<file path="config.mk">
export PLATFORM = sky130hd
export DESIGN_NAME = quad_decoder_flat
export DESIGN_NICKNAME = d
export VERILOG_FILES = /design/src/rtl/quad_decoder_pkg.sv /design/src/rtl/quad_decoder_if.sv /design/src/rtl/quad_sync_filt.sv /design/src/rtl/quad_decoder.sv /design/src/flat_wrapper.sv
export SDC_FILE = /design/constraint.sdc
export NUM_CORES = 1
export LEC_CHECK = 0
export CAP_MARGIN = 20
export CORE_MARGIN = 2
export CORE_UTILIZATION = 30
export CTS_CLUSTER_DIAMETER = 30
export DETAILED_ROUTE_END_ITERATION = 8
export GPL_ROUTABILITY_DRIVEN = 0
export MAX_ROUTING_LAYER = met4
export PLACE_DENSITY_LB_ADDON = 0.3
export SYNTH_ARGS = -nofsm -noshare
export SYNTH_HDL_FRONTEND = slang
export SYNTH_HIERARCHICAL = 1
export SYNTH_SLANG_ARGS = --single-unit
</file>
<file path="constraint.sdc">
create_clock -name clk -period 9.56 [get_ports clk]
set_input_delay 1.434 -clock clk [delete_from_list [all_inputs] [get_ports clk]]
set_output_delay 1.434 -clock clk [all_outputs]
set_load 0.1 [all_outputs]
</file>
<file path="src/rtl/quad_decoder_pkg.sv">
// rtl/quad_decoder_pkg.sv - shared types, constants and the Gray-step decoder
// for the quadrature decoder.
package quad_decoder_pkg;

  typedef enum logic [1:0] {
    ST_INIT,
    ST_PRIME,
    ST_RUN
  } state_t;

  typedef enum logic [1:0] {
    STEP_NONE,
    STEP_UP,
    STEP_DOWN,
    STEP_ILLEGAL
  } step_t;

  localparam int SYNC_DEPTH = 2;

  // Position of an AB pair along the forward cycle 00 -> 10 -> 11 -> 01.
  function automatic logic [1:0] gray_pos(input logic [1:0] ab);
    logic [1:0] pos;
    case (ab)
      2'b00:   pos = 2'd0;
      2'b10:   pos = 2'd1;
      2'b11:   pos = 2'd2;
      default: pos = 2'd3;
    endcase
    return pos;
  endfunction

  function automatic step_t decode_step(input logic [1:0] prev_ab, input logic [1:0] ab);
    logic [1:0] delta;
    step_t      code;
    delta = gray_pos(ab) - gray_pos(prev_ab);
    case (delta)
      2'd0:    code = STEP_NONE;
      2'd1:    code = STEP_UP;
      2'd3:    code = STEP_DOWN;
      default: code = STEP_ILLEGAL;
    endcase
    return code;
  endfunction

endpackage

</file>
<file path="src/rtl/quad_decoder_if.sv">
// rtl/quad_decoder_if.sv - phase inputs, controls and count/status outputs
// of the quadrature decoder.
interface quad_decoder_if #(
  parameter int WIDTH = 8
);
  logic             a_in;
  logic             b_in;
  logic             en;
  logic             clr;
  logic [WIDTH-1:0] count;
  logic             dir;
  logic             step;
  logic             err;

  modport master (
    output a_in, b_in, en, clr,
    input  count, dir, step, err
  );

  modport slave (
    input  a_in, b_in, en, clr,
    output count, dir, step, err
  );
endinterface

</file>
<file path="src/rtl/quad_sync_filt.sv">
// rtl/quad_sync_filt.sv - per-phase 2-flop synchronizer with an optional
// stable-sample filter (FILT_CYCLES = 0 bypasses the filter).
module quad_sync_filt
  import quad_decoder_pkg::*;
#(
  parameter int FILT_CYCLES = 0
) (
  input  logic clk,
  input  logic rst_n,
  input  logic d_in,
  output logic d_out
);

  logic [SYNC_DEPTH-1:0] sync_q;
  logic [SYNC_DEPTH-1:0] sync_d;

  always_comb sync_d = {sync_q[SYNC_DEPTH-2:0], d_in};

  always_ff @(posedge clk or negedge rst_n) begin
    if (!rst_n) sync_q <= '0;
    else        sync_q <= sync_d;
  end

  if (FILT_CYCLES > 0) begin : g_filt
    logic       filt_q, filt_d;
    logic [3:0] run_q, run_d;

    // run_q counts consecutive samples that disagree with the filtered level.
    always_comb begin
      filt_d = filt_q;
      run_d  = '0;
      if (sync_q[SYNC_DEPTH-1] != filt_q) begin
        if (run_q == 4'(FILT_CYCLES - 1)) filt_d = sync_q[SYNC_DEPTH-1];
        else                              run_d  = run_q + 4'd1;
      end
    end

    always_ff @(posedge clk or negedge rst_n) begin
      if (!rst_n) begin
        filt_q <= 1'b0;
        run_q  <= '0;
      end else begin
        filt_q <= filt_d;
        run_q  <= run_d;
      end
    end

    assign d_out = filt_q;
  end else begin : g_nofilt
    assign d_out = sync_q[SYNC_DEPTH-1];
  end

endmodule

</file>
<file path="src/rtl/quad_decoder.sv">
// rtl/quad_decoder.sv - quadrature A/B decoder with position count, direction,
// step pulse and sticky error; QUAD_DECODER_FILTER_EN adds the input filter.
module quad_decoder
  import quad_decoder_pkg::*;
#(
  parameter int WIDTH    = 8,
  parameter int WRAP     = 1,
  parameter int FILT_LEN = 3
) (
  input  logic           clk,
  input  logic           rst_n,
  quad_decoder_if.slave  bus
);

`ifdef QUAD_DECODER_FILTER_EN
  localparam bit FILT_ON = 1'b1;
`else
  localparam bit FILT_ON = 1'b0;
`endif
  localparam int         FILT_CYCLES = FILT_ON ? FILT_LEN : 0;
  localparam int         INIT_WAIT   = SYNC_DEPTH + FILT_CYCLES;
  localparam logic [4:0] INIT_LAST   = 5'(INIT_WAIT - 1);

  logic       a_s, b_s;
  logic [1:0] ab;

  quad_sync_filt #(.FILT_CYCLES(FILT_CYCLES)) u_sync_a (
    .clk(clk), .rst_n(rst_n), .d_in(bus.a_in), .d_out(a_s)
  );
  quad_sync_filt #(.FILT_CYCLES(FILT_CYCLES)) u_sync_b (
    .clk(clk), .rst_n(rst_n), .d_in(bus.b_in), .d_out(b_s)
  );

  assign ab = {a_s, b_s};

  state_t           state_q, state_d;
  logic [4:0]       init_cnt_q, init_cnt_d;
  logic [1:0]       prev_ab_q, prev_ab_d;
  logic [WIDTH-1:0] count_q, count_d;
  logic             dir_q, dir_d;
  logic             step_q, step_d;
  logic             err_q, err_d;

  step_t code;
  logic  is_up;
  logic  at_rail;

  assign code    = decode_step(prev_ab_q, ab);
  assign is_up   = (code == STEP_UP);
  assign at_rail = is_up ? (count_q == {WIDTH{1'b1}}) : (count_q == '0);

  always_ff @(posedge clk or negedge rst_n) begin
    if (!rst_n) begin
      state_q    <= ST_INIT;
      init_cnt_q <= '0;
      prev_ab_q  <= '0;
      count_q    <= '0;
      dir_q      <= 1'b0;
      step_q     <= 1'b0;
      err_q      <= 1'b0;
    end else begin
      state_q    <= state_d;
      init_cnt_q <= init_cnt_d;
      prev_ab_q  <= prev_ab_d;
      count_q    <= count_d;
      dir_q      <= dir_d;
      step_q     <= step_d;
      err_q      <= err_d;
    end
  end

  always_comb begin
    state_d    = state_q;
    init_cnt_d = init_cnt_q;
    prev_ab_d  = prev_ab_q;
    count_d    = count_q;
    dir_d      = dir_q;
    step_d     = 1'b0;
    err_d      = err_q;

    if (bus.clr) begin
      count_d = '0;
      err_d   = 1'b0;
    end

    case (state_q)
      ST_INIT: begin
        if (init_cnt_q == INIT_LAST) state_d    = ST_PRIME;
        else                         init_cnt_d = init_cnt_q + 5'd1;
      end
      ST_PRIME: begin
        prev_ab_d = ab;
        state_d   = ST_RUN;
      end
      ST_RUN: begin
        prev_ab_d = ab;
        // An illegal jump still flags even when clr lands on the same cycle.
        if (code == STEP_ILLEGAL) begin
          err_d = 1'b1;
        end else if (bus.en && code != STEP_NONE) begin
          dir_d = is_up;
          if (!bus.clr && !(WRAP == 0 && at_rail)) begin
            count_d = is_up ? count_q + 1'b1 : count_q - 1'b1;
            step_d  = 1'b1;
          end
        end
      end
      default: state_d = ST_INIT;
    endcase
  end

  assign bus.count = count_q;
  assign bus.dir   = dir_q;
  assign bus.step  = step_q;
  assign bus.err   = err_q;

endmodule

</file>
<file path="src/flat_wrapper.sv">
// flat-port wrapper written by rule: the top's interface ports become plain ports
module quad_decoder_flat import quad_decoder_pkg::*;
#(
  parameter int WIDTH    = 8,
  parameter int WRAP     = 1,
  parameter int FILT_LEN = 3
)
  (clk, rst_n, bus_a_in, bus_b_in, bus_en, bus_clr, bus_count, bus_dir, bus_step, bus_err);
  quad_decoder_if #(.WIDTH(WIDTH)) bus_i ();
  input  logic clk;
  input  logic rst_n;
  input wire logic [$bits(bus_i.a_in)-1:0] bus_a_in;
  input wire logic [$bits(bus_i.b_in)-1:0] bus_b_in;
  input wire logic [$bits(bus_i.en)-1:0] bus_en;
  input wire logic [$bits(bus_i.clr)-1:0] bus_clr;
  output wire logic [$bits(bus_i.count)-1:0] bus_count;
  output wire logic [$bits(bus_i.dir)-1:0] bus_dir;
  output wire logic [$bits(bus_i.step)-1:0] bus_step;
  output wire logic [$bits(bus_i.err)-1:0] bus_err;
  assign bus_i.a_in = bus_a_in;
  assign bus_i.b_in = bus_b_in;
  assign bus_i.en = bus_en;
  assign bus_i.clr = bus_clr;
  assign bus_count = bus_i.count;
  assign bus_dir = bus_i.dir;
  assign bus_step = bus_i.step;
  assign bus_err = bus_i.err;
  quad_decoder #(.WIDTH(WIDTH), .WRAP(WRAP), .FILT_LEN(FILT_LEN)) u_core (.clk(clk), .rst_n(rst_n), .bus(bus_i));
endmodule
</file>
== Yosys cells after proc, flatten, opt, wreduce, memory -nomap -nowiden ==
Cells that the tools add are included.

* Flip-flop bits (word level): 24

* Add/subtract/negate cells: 4
* Reductions and logical operators: 10
* Equal/unequal tests: 12
* Bitwise logic cells: 3
* Muxes and demuxes: 18

{| class="wikitable"
|+ Operators with widths
! operator !! number
|-
| $mux W8 || 6
|-
| $pmux W2 S3 || 4
|-
| $eq A2 B2 Y1 const B || 7
|-
| $add A8 B1 Y8 const B || 1
|-
| $logic_not A2 Y1 || 4
|-
| $sub A8 B1 Y8 const B || 1
|-
| $mux W1 || 7
|-
| $eq A2 B1 Y1 const B || 3
|-
| $add A5 B1 Y5 const B || 1
|-
| $eq A5 B1 Y1 const B || 1
|-
| $reduce_and A2 Y1 || 2
|-
| $not A1 Y1 || 3
|-
| $reduce_and A3 Y1 || 1
|-
| $mux W2 || 1
|-
| $ne A2 B1 Y1 const B || 1
|-
| $reduce_bool A2 Y1 || 1
|-
| $reduce_or A2 Y1 || 1
|-
| $sub A2 B2 Y2 || 1
|-
| $logic_and A1 B1 Y1 || 1
|}

== Longest topological paths before layout ==
* Depth in word-level cells: 11
* Gate-level depth with buffers: 12

== Modules after synthesis ==
The synthesis kept the hierarchy.

{| class="wikitable"
|+ By module, submodules not included
! module !! cells an instance !! area an instance (um2) !! times used
|-
| quad_decoder || 126 || 1,257.5 || 1
|-
| quad_sync_filt || 2 || 50.0 || 2
|}

== Worst setup path before layout ==
OpenSTA, ideal clock, no wires.

* Path kind: register to register
* Start point: reg u_core.u_sync_a.sync_q[1]
* End point: reg u_core.count_q[7] (netlist: u_core/bus.count[7])
* Data required time: 9,432 ps
* Period minus slack after synthesis: 3,133 ps
* Stages on the path, launching flop included: 12
* Slack: 6,427 ps
* Data arrival time: 3,005 ps
* Cells stage by stage: dfrtp_1 -> inv_1 -> ha_1 -> ha_1 -> xnor3_1 -> nand2_1 -> ha_1 -> a21o_2 -> a31o_2 -> a211o_1 -> a21oi_1 -> mux2_1

* Cells in the longest elaborated chain, start to end: 11

{| class="wikitable"
|+ RTL lines
! element !! line !! source
|-
| start, declared || quad_sync_filt.sv:14 || <nowiki>logic [SYNC_DEPTH-1:0] sync_q;</nowiki>
|-
| start signal, assigned || quad_sync_filt.sv:21 || <nowiki>else sync_q <= sync_d;</nowiki>
|-
| $eq A2 B2 Y1 / $logic_not A2 Y1 (equally long branches) || quad_decoder_pkg.sv:23 || <nowiki>case (ab)</nowiki>
|-
| $pmux W2 S3 * || quad_decoder_pkg.sv:23 ||
|-
| $sub A2 B2 Y2 * || quad_decoder_pkg.sv:35 || <nowiki>delta = gray_pos(ab) - gray_pos(prev_ab);</nowiki>
|-
| $eq A2 B2 Y1, or another cell as far along || quad_decoder_pkg.sv:36 || <nowiki>case (delta)</nowiki>
|-
| $pmux W2 S3 * || quad_decoder_pkg.sv:36 ||
|-
| $eq A2 B1 Y1 || quad_decoder.sv:49 || <nowiki>assign is_up = (code == STEP_UP);</nowiki>
|-
| $mux W8 || quad_decoder.sv:103 || <nowiki>count_d = is_up ? count_q + 1'b1 : count_q - 1'b1;</nowiki>
|-
| $mux W8 || quad_decoder.sv:102 || <nowiki>if (!bus.clr && !(WRAP == 0 && at_rail)) begin</nowiki>
|-
| $mux W8 || quad_decoder.sv:100 || <nowiki>end else if (bus.en && code != STEP_NONE) begin</nowiki>
|-
| $mux W8 * || quad_decoder.sv:98 || <nowiki>if (code == STEP_ILLEGAL) begin</nowiki>
|-
| $mux W8 * || quad_decoder.sv:86 || <nowiki>case (state_q)</nowiki>
|-
| named net u_core.count_d[7] || quad_decoder.sv:39 || <nowiki>logic [WIDTH-1:0] count_q, count_d;</nowiki>
|-
| end signal, assigned || quad_decoder.sv:65 || <nowiki>count_q <= count_d;</nowiki>
|-
| end, declared || quad_decoder.sv:39 ||
|}

Mark *: on every way through the listed nets, which the timed path passes. The rest lies on a longest branch.
A chain may end at the register's enable or synchronous reset.

== Worst setup path after layout ==
Same ends and word-level chain as after synthesis.

==> flow_summary.yaml <==
sta:
  report.final.slew_viol_count: 0
  max_freq_ghz: 0.294
  finClkSkew_ns: 0.00169
  fin_crit_sh_pct: 35.6
  rsz0062_at_grt: "false"
  setup-tns-final_ns: 0
  tightest_slew_ns: 0.971
  final_hold_viol_count: 0
  setup_violations: 0
  period_needed_ns: 3.40
  setup_slack_ns: 6.16
  maxSlewHeadroom_pct: 35.1
routing:
  ant_nets: 0
  drc: 0
  dr.pass1.iters: 4
  via_per_inst: 4.91
  dr.first_iter.drc_count: 52
  num_vias: 981
  wl_per_cell_um: 12.8
  wl_um: 2560
clock_network:
  cts-resized-gates: 0
  cts_max_level: 1
  cts_hold_buffers: 0
  cts_made_buffers: 3
  postCtsSetupBuffers: 0
  cts_tree: "yes"
  clkTransAtPathRegs_ns: 0.08
  clock_path_buffers: 2
  root_buffer: "clkbuf_8"
  clock_latency_ns: 0.26
  clkSinkCount: 24
placed_design:
  dp_hpwl_um: 1920
  place_ws_ns: 6.15
  portBuffers: 16
logic_synthesis:
  synth_cell_types: 35
  ys_seq_area_share_pct: 44.2
  yosysTopAreaCell: "dfrtp_1"
  yosys_warnings: 6
  netlist_top_cells_count: "dfrtp_1 (24), ha_1 (17), nand2_1 (14), a21oi_1 (11), inv_1 (11)"
  synth_xor_area_share_pct: 5.53
  ys_top_cells_by_area: "dfrtp_1 (44%), ha_1 (16%), a21oi_1 (4.1%), nand2_1 (3.9%), xnor2_1 (3.2%)"
  synth_nets: 154
  netlist_area_um2: 1360
  synthAdderAreaFrac_pct: 17.1
  synth_top_area_share_pct: 44.2
  muxShareOfSynthArea_pct: 2.49
  syn_area_per_cell_um2: 10.4
  synthSimpleGateAreaFrac_pct: 13.1
  synthFlopType: "dfrtp_1"
  synth_top_family_by_area: "adder cells"
  synth-seq-cells: 24
  synth_edf_count: 0
  synth_most_common_cell: "dfrtp_1"
  synth_cells: 130
  synth_compound_area_share_pct: 13.8
  synthArstFlopShare_pct: 100
layout:
  multi_input_area_um2: 707
  antenna_cells: 0
  drive_gt1_share_pct: 7.43
  seqCellArea_um2: 601
  fillers: 423
  syn_to_final_growth_pct: 21.0
  final_core_util_pct: 37.7
  nets: 174
power_and_ir_drop:
  ir_drop_mv: 0.133
  power.leakage_nw: 0.795
  power_mw: 0.376
  p_per_area_nw_per_um2: 229
global_routing:
  grt_pass1_wl_um: 4490
  grt_pass1_vias: 971
  antenna_found_initial: 0
  grt_max_degree: 25
  grt-ovfl-total: 0
  grt_usage_pct: 11.4
floorplan:
  fp.dieW_um: 71.3
  core-area_um2: 4350
  die-area_um2: 5080
  initial_utilization_pct: 31.2
  rows: 24
  io_pins: 17
  die_y_um: 71.3
critical_path:
  cp-start-kind: "register"
  crit_fanout: 8
  path_class: "register to register"
  critPathRequiredTime_ns: 9.71
  worstPathArrival_ns: 3.55
  end_kind: "register"
status:
  status: "finished clean"
flow_run:
  max-cap-violations: 0
min_path:
  hp-class: "register to register"
critical path, cell delays in order, from the launching register on:
cell	delay [ns]
dfrtp_1	0.37
inv_1	0.05
ha_1	0.30
ha_1	0.20
xnor3_1	0.46
nand2_1	0.26
ha_1	0.43
a21o_2	0.25
a31o_2	0.25
a211o_1	0.22
a21oi_1	0.16
mux2_1	0.34
cell type report:
type                       count  share of cell area, %
clock buffer                   3                   2.51
tap                           52                   3.96
multi-input combinational     93                   43.0
sequential                    24                   36.6
inverter                      11                   2.51
timing repair buffer          17                   11.4
cell families after synthesis:
kind of cell | count (synthesis)
buf+inv | 13
flops | 24
mux | 3
xor+xnor | 7
fa+ha+maj | 18
simple gates | 36
compound gates | 29
routing by layer:
layer,track usage [%],up-vias,part of all wire [%]
met4,3.77,0,1.3
li1,-,495,-
met1,14.1,467,47
met2,18.5,15,49
met5,-,-,0
met3,2.53,4,2.5
per-stage QoR:
step | hold slack, ns | instance area (um^2) | instances
floorplan | 0.331 | 1360 | 130
global placement | 0.333 | 1570 | 196
detailed placement | 0.335 | 1570 | 196
CTS | 0.354 | 1620 | 199
global route | 0.358 | 1640 | 200
finish | 0.352 | 1640 | 200
power by group:
part           total (mW)  switching (mW)  internal, mW  leakage [nW]
sequential          0.123         0.00993         0.113         0.303
clock              0.0570          0.0289        0.0281        0.0216
combinational       0.196           0.134        0.0623         0.471
cell usage in the layout (no fill, tap or decap), types with 3 or more instances in the layout:
cell type and count:
dfrtp_1 24, ha_1 17, clkdlybuf4s50_1 16, nand2_1 14
inv_1 11, a21oi_1 11, nor2_1 7, xnor2_1 5
o21ai_0 4, clkbuf_8 3, nand4_1 3
registers in the layout, indices dropped and copies added, names as in the netlist:
register	cells
u_core/bus.count	8
u_core/bus.dir	1
u_core/bus.err	1
u_core/bus.step	1
u_core/init_cnt_q	5
u_core/prev_ab_q	2
u_core/state_q	2
u_core/u_sync_a/sync_q	2
u_core/u_sync_b/sync_q	2
worst paths after layout:
check                                                from                        end  cells after the start  slack [ns]
min in group asynchronous                           rst_n        u_core/bus.count[4]                      1        1.42
max in group asynchronous                           rst_n        u_core/prev_ab_q[0]                      2        7.75
worst max register to register  u_core/u_sync_a/sync_q[1]        u_core/bus.count[7]                     11        6.16
worst min register to register  u_core/u_sync_b/sync_q[0]  u_core/u_sync_b/sync_q[1]                      0        0.35
worst min-delay path            u_core/u_sync_b/sync_q[0]  u_core/u_sync_b/sync_q[1]                      0        0.35
worst max-delay path            u_core/u_sync_a/sync_q[1]        u_core/bus.count[7]                     11        6.16
Power figures use the tool's default switching activity.
